`src/rtl/perf_counter_bank.sv`:
```
// perf_counter_bank: memory-mapped performance counter block on one target
// port of the CPU address mux. A measurement window (start/stop/limit)
// gates a free-running cycle counter and NUM_EVENTS event counters.
//
// Ports:
//   clk    - system clock, all state on posedge
//   rst    - synchronous reset, active-high
//   ain    - word address; only ain[ADDR_W-1:0] decoded
//   din    - write data
//   wren   - write strobe
//   dout   - registered read data for the address presented last cycle
//   events - per-cycle event strobes
//   busy   - state == RUN
//   done   - state == DONE
//
// Map: 0 CTRL (W: b0 start, b1 stop, b2 clear; R: state), 1 LIMIT,
//      2 STATUS (sticky overflow, W1C), 3 CYCLE, 4.. EVENT[i].

// One counter lane: clear/increment with wrap, flags the wrap edge.
module perf_ctr_lane #(
  parameter int CNT_W = 48
) (
  input  logic             clk,
  input  logic             rst,
  input  logic             clr,
  input  logic             inc,
  output logic [CNT_W-1:0] cnt,
  output logic             ovf
);
  always_ff @(posedge clk) begin
    if (rst || clr)  cnt <= '0;
    else if (inc)    cnt <= cnt + CNT_W'(1);
  end

  // Set on the same edge the counter wraps from all-ones to zero.
  assign ovf = inc & (&cnt);
endmodule

module perf_counter_bank #(
  parameter int NUM_EVENTS = 4,
  parameter int CNT_W      = 48,
  parameter int ADDR_W     = 4
) (
  input  logic                  clk,
  input  logic                  rst,
  input  logic [63:0]           ain,
  input  logic [63:0]           din,
  input  logic                  wren,
  output logic [63:0]           dout,
  input  logic [NUM_EVENTS-1:0] events,
  output logic                  busy,
  output logic                  done
);
  typedef enum logic [1:0] {
    ST_IDLE = 2'd0,
    ST_RUN  = 2'd1,
    ST_DONE = 2'd2
  } state_t;

  localparam int NL = NUM_EVENTS + 1;  // lane 0 = cycles, lane i+1 = event i

  state_t                    state, state_nxt;
  logic [CNT_W-1:0]          limit;
  logic [NL-1:0]             status;
  logic [NL-1:0][CNT_W-1:0]  cnt;
  logic [NL-1:0]             ovf;
  logic [NL-1:0]             lane_inc;

  logic [ADDR_W-1:0] a;
  logic              wr_ctrl, wr_limit, wr_status;
  logic              c_start, c_stop, c_clr;
  logic              run, count_en, limit_hit;
  logic [CNT_W-1:0]  cyc_inc;
  logic [63:0]       rd_data;
  logic              unused_bits;

  assign a         = ain[ADDR_W-1:0];
  assign wr_ctrl   = wren && (a == ADDR_W'(0));
  assign wr_limit  = wren && (a == ADDR_W'(1));
  assign wr_status = wren && (a == ADDR_W'(2));
  assign c_start   = wr_ctrl & din[0];
  assign c_stop    = wr_ctrl & din[1];
  assign c_clr     = wr_ctrl & din[2];

  assign run       = (state == ST_RUN);
  // A control write in RUN still lets this cycle count, except clear.
  assign count_en  = run & ~c_clr;
  assign lane_inc  = count_en ? {events, 1'b1} : '0;

  // Compare against the post-increment cycle count, truncated to CNT_W,
  // so a LIMIT at or below the current count only hits after wrap.
  assign cyc_inc   = cnt[0] + CNT_W'(1);
  assign limit_hit = run && (limit != '0) && (cyc_inc == limit);

  for (genvar g = 0; g < NL; g++) begin : g_lane
    perf_ctr_lane #(.CNT_W(CNT_W)) u_lane (
      .clk (clk),
      .rst (rst),
      .clr (c_clr),
      .inc (lane_inc[g]),
      .cnt (cnt[g]),
      .ovf (ovf[g])
    );
  end

  // Clear beats everything; stop beats start; an explicit stop in RUN
  // beats a simultaneous limit hit. Start has no effect while running.
  always_comb begin
    state_nxt = state;
    if (c_clr)                        state_nxt = ST_IDLE;
    else if (run && c_stop)           state_nxt = ST_IDLE;
    else if (!run && c_start && !c_stop) state_nxt = ST_RUN;
    else if (limit_hit)               state_nxt = ST_DONE;
  end

  always_ff @(posedge clk) begin
    if (rst) state <= ST_IDLE;
    else     state <= state_nxt;
  end

  always_ff @(posedge clk) begin
    if (rst)           limit <= '0;
    else if (wr_limit) limit <= din[CNT_W-1:0];
  end

  // W1C is applied first, a same-edge overflow set wins over it.
  always_ff @(posedge clk) begin
    if (rst || c_clr)   status <= '0;
    else if (wr_status) status <= (status & ~din[NL-1:0]) | ovf;
    else                status <= status | ovf;
  end

  // Read mux uses pre-edge state, so read-during-write sees the old value.
  always_comb begin
    rd_data = '0;
    case (a)
      ADDR_W'(0): rd_data = {62'd0, state};
      ADDR_W'(1): rd_data = 64'(limit);
      ADDR_W'(2): rd_data = 64'(status);
      ADDR_W'(3): rd_data = 64'(cnt[0]);
      default: begin
        for (int i = 0; i < NUM_EVENTS; i++)
          if (a == ADDR_W'(4 + i)) rd_data = 64'(cnt[i+1]);
      end
    endcase
  end

  always_ff @(posedge clk) begin
    if (rst) dout <= '0;
    else     dout <= rd_data;
  end

  assign busy = (state == ST_RUN);
  assign done = (state == ST_DONE);

  assign unused_bits = ^{ain[63:ADDR_W], din};
endmodule

```
`config.mk`:
```
export PLATFORM = sky130hd
export DESIGN_NAME = perf_counter_bank
export DESIGN_NICKNAME = d
export VERILOG_FILES = /design/src/rtl/perf_counter_bank.sv
export SDC_FILE = /design/constraint.sdc
export NUM_CORES = 1
export LEC_CHECK = 0
export ABC_AREA = 1
export CORE_AREA = 2 2 183 185
export CTS_CLUSTER_SIZE = 20
export DETAILED_ROUTE_END_ITERATION = 8
export DIE_AREA = 0 0 185 187
export PLACE_DENSITY_LB_ADDON = 0.05
export REMOVE_ABC_BUFFERS = 1
export SLEW_MARGIN = 40
export SYNTH_ARGS = -nofsm -noshare
export SYNTH_HDL_FRONTEND = slang
export SYNTH_SLANG_ARGS = --single-unit
```
`constraint.sdc`:
```
create_clock -name clk -period 4.7 [get_ports clk]
set_clock_uncertainty 0.1 [all_clocks]
set_input_delay 1.41 -clock clk [delete_from_list [all_inputs] [get_ports clk]]
set_output_delay 1.41 -clock clk [all_outputs]
set_load 0.05 [all_outputs]
```
==> results.ini <==
[clock_tree]
cts_buffer_depth=3
clk_pin_slew_worst_paths_ns=0.06
post-cts-setup-buffer-count=0
tritoncts=yes
clock_latency_ns=0.56
cts_buffers=38
cts_resized=0
cts_root_buf=clkbuf_16
htreeDepth=2
cts_hold_buf=0
cts_sinks=343

[setup_path]
end_kind=flip-flop
path_max_fanout=10
cp_slowest_cell=clkdlybuf4s50_1
r2r_start=g_lane[0].u_lane.cnt[0]
path_delay_family=simple AND/OR/NAND/NOR gates
path_buf_inv=3
critical_path_required_ns=5.08
critPathLaunchType=input port
ff2ff_path_depth=16
cp.arrival_ns=4.34
reg2reg_to=state[0]
ff2ff_setup_slack_ns=1.31
startpoint=ain[1]
path_cells=clkdlybuf4s50_1 > nor2_4 > nand2_4 > nor2_2 > nand2_4 > nand2_4 > buf_4 > inv_2 > nand2_2 > nor4_2 > nand4_1 > a21oi_1 > o21a_1
critPathMaxStageDelay_ns=0.57
worst-setup-path-type=in2reg
cp_common_cell=nand2_4

[global_route]
grt-ovfl-total=0
antenna_found_initial=0
grt_pass1_wl_um=109000
grt_max_degree=96
track_usage_pct=41.1
grt_pass1_vias=19900

[sta]
fmax_mhz=253
hold_viol=0
rsz0062_at_grt=no
slew_headroom_pct=46.9
finalSetupViolCount=0
finalMaxSlewViolations=0
fin_crit_ns=3.96
layout_setup_ws_ns=0.743
worst_pin_slew_ns=0.791
timing.final.crit_share_pct=84.2

[synth]
async_reset_ff_share_pct=0
synth_fa_ha_area_share_pct=0.388
synth-simple-area-share_pct=33.5
synthXorXnorAreaFrac_pct=2.83
syn_inst=2938
syn-cell-area_mm2=0.0193
ys_seq_area_share_pct=35.5
synth-edff-count=0
synth_compound_area_share_pct=17.5
synthFlopType=dfxtp_1
synth_mux_area_share_pct=0
ys_types=55
syn_avg_cell_area_um2=6.58
yosys_warnings=0
synth-seq-cells=343
synth_top_family_by_area=simple AND/OR/NAND/NOR gates

[routing]
dr.pass1.iters=7
wl_per_cell_um=20.4
drc=0
num_vias=21000
initialDrtViolationCount=2264
wl_um=71300
routed_via_density=6.00
ant_nets=0

[cells_and_area]
seq_area_mm2=0.00687
insertedDiodeCount=0
layout.nets=3169
fillers=2886
drive_gt1_share_pct=5.77
area_delta_synth_final_pct=14.5
multi_input_area_mm2=0.0106

[placed_design]
numPortBuffers=108
globalplace.congestion=1.03
dpl_worst_slack_ns=0.290
dp_hpwl_um=54000

[die]
die_w_um=185
dieArea_mm2=0.0346
io_pins=201
num_rows=67
fp.coreArea_mm2=0.0329
start_util_pct=58.9
die_y_um=187

[worst_hold_path]
hp-start=status[4]
hold_class=reg2reg
worstHoldEndpoint=status[4]
min_path_cells=2

[power_and_ir_drop]
p_leak_nw=7.57
ir_worst_vdd_uv=263
p_total_mw=6.28
p_per_area_mw_per_mm2=283

[outcome]
status=finished clean

[job]
maxCapViolations=0

==> worst reg2reg max path, stage by stage (launching register included) <==
cell	delay [ns]
dfxtp_1	0.47
ha_1	0.23
inv_1	0.08
nor2_2	0.24
nand2_2	0.18
nor2_1	0.50
nand4_1	0.30
nand2_1	0.16
nand2_1	0.06
nand2_1	0.06
nand2_1	0.09
nor2_1	0.18
nand2_1	0.15
nor2_1	0.18
nand2_1	0.15
nand2_1	0.09
a21oi_1	0.05
==> placed cells by master (no fill, tap or decap), types with 6 or more instances in the layout <==
cell,n
a21oi_1,265
a31oi_1,11
a41oi_1,46
buf_4,27
clkbuf_1,11
clkbuf_16,39
clkbuf_8,6
clkdlybuf4s50_1,107
conb_1,16
dfxtp_1,343
ha_1,6
inv_1,397
nand2_1,665
nand2_2,11
nand3_1,165
nand4_1,62
nand4_2,6
nor2_1,287
nor2_2,20
nor2_4,16
nor3_1,101
nor3b_1,7
nor4_1,45
nor4_2,6
o211ai_1,9
o21a_1,15
o21ai_0,188
o21ai_1,7
o22ai_1,41
xnor3_1,6
xor2_1,45
==> cell usage after synthesis (9+ instances only) <==
cell        n  area share [%]
nand2_1   667              13
inv_1     398             7.7
dfxtp_1   343              35
nor2_1    290             5.6
a21oi_1   265             6.9
o21ai_0   188             4.9
nand3_1   165             4.3
nor3_1    101             2.6
clkbuf_1   75             1.5
nand4_1    62             2.0
a41oi_1    46             2.1
nor4_1     46             1.5
xor2_1     45             2.0
o22ai_1    41             1.3
nor2_2     19            0.61
buf_4      17            0.66
o21a_1     15            0.58
nor2_4     14            0.81
a31oi_1    11            0.36
buf_1      11            0.21
nand2_2    10            0.32
o211ai_1    9            0.35
==> sequential cells by signal (all words and copies together), names as in the netlist <==
register and count:
dout 48, state 2, status 5, limit 48, g_lane.u_lane.cnt 240
==> final cells by class <==
type	instances	share of cell area, %
clock inverters	8	0.537
inverters	404	6.85
repair buffers	141	6.35
clock buffers	56	4.97
flip-flops and latches	343	31.0
multi-input cells	2100	47.8
well taps	448	2.53
==> metrics by stage <==
step	cells	area [um2]	util, %	hold WS [ns]	TNS [ns]
after global placement	3435	20900	63.6	0.337	0
final	3500	22100	67.4	0.376	0
after CTS	3499	22100	67.3	0.372	0
after detailed placement	3435	20900	63.6	0.350	0
after floorplan	2847	18900	-	0.330	-209.13
after global routing	3500	22100	67.4	0.385	0
==> per-layer routing <==
layer  part of all wire (%)  wire length (um)  global-route usage (%)
met1                     37             26400                    49.1
met3                    8.4              6010                    5.53
met4                    7.9              5670                    29.4
met5                      0                 0                       0
met2                     47             33200                    67.8
==> worst max path at each step <==
stage                                     to  depth (start not counted)
floorplan           g_lane[2].u_lane.cnt[12]                          7
global placement    g_lane[3].u_lane.cnt[47]                         14
detailed placement  g_lane[3].u_lane.cnt[47]                         14
CTS                                     done                          3
global route        g_lane[3].u_lane.cnt[47]                         14
finish              g_lane[3].u_lane.cnt[38]                         13
==> cell families (layout without fill, tap and decap cells) <==
group / count (synthesis) / in the layout
AO/OA/AOI/OAI: 602 / 602
XOR/XNOR: 53 / 53
adder cells (fa/ha/maj): 6 / 6
buffers and inverters: 510 / 609
flip-flops: 343 / 343
other: 1 / 16
AND/OR/NAND/NOR: 1423 / 1423
==> power breakdown <==
group          leakage (nW)  internal [mW]  switching, mW
Combinational          4.20          0.110          0.222
Clock                 0.599           1.78           1.23
Sequential             2.76           2.92         0.0160
Total                  7.57           4.81           1.47
No activity file was read; power rests on OpenSTA's default activity.
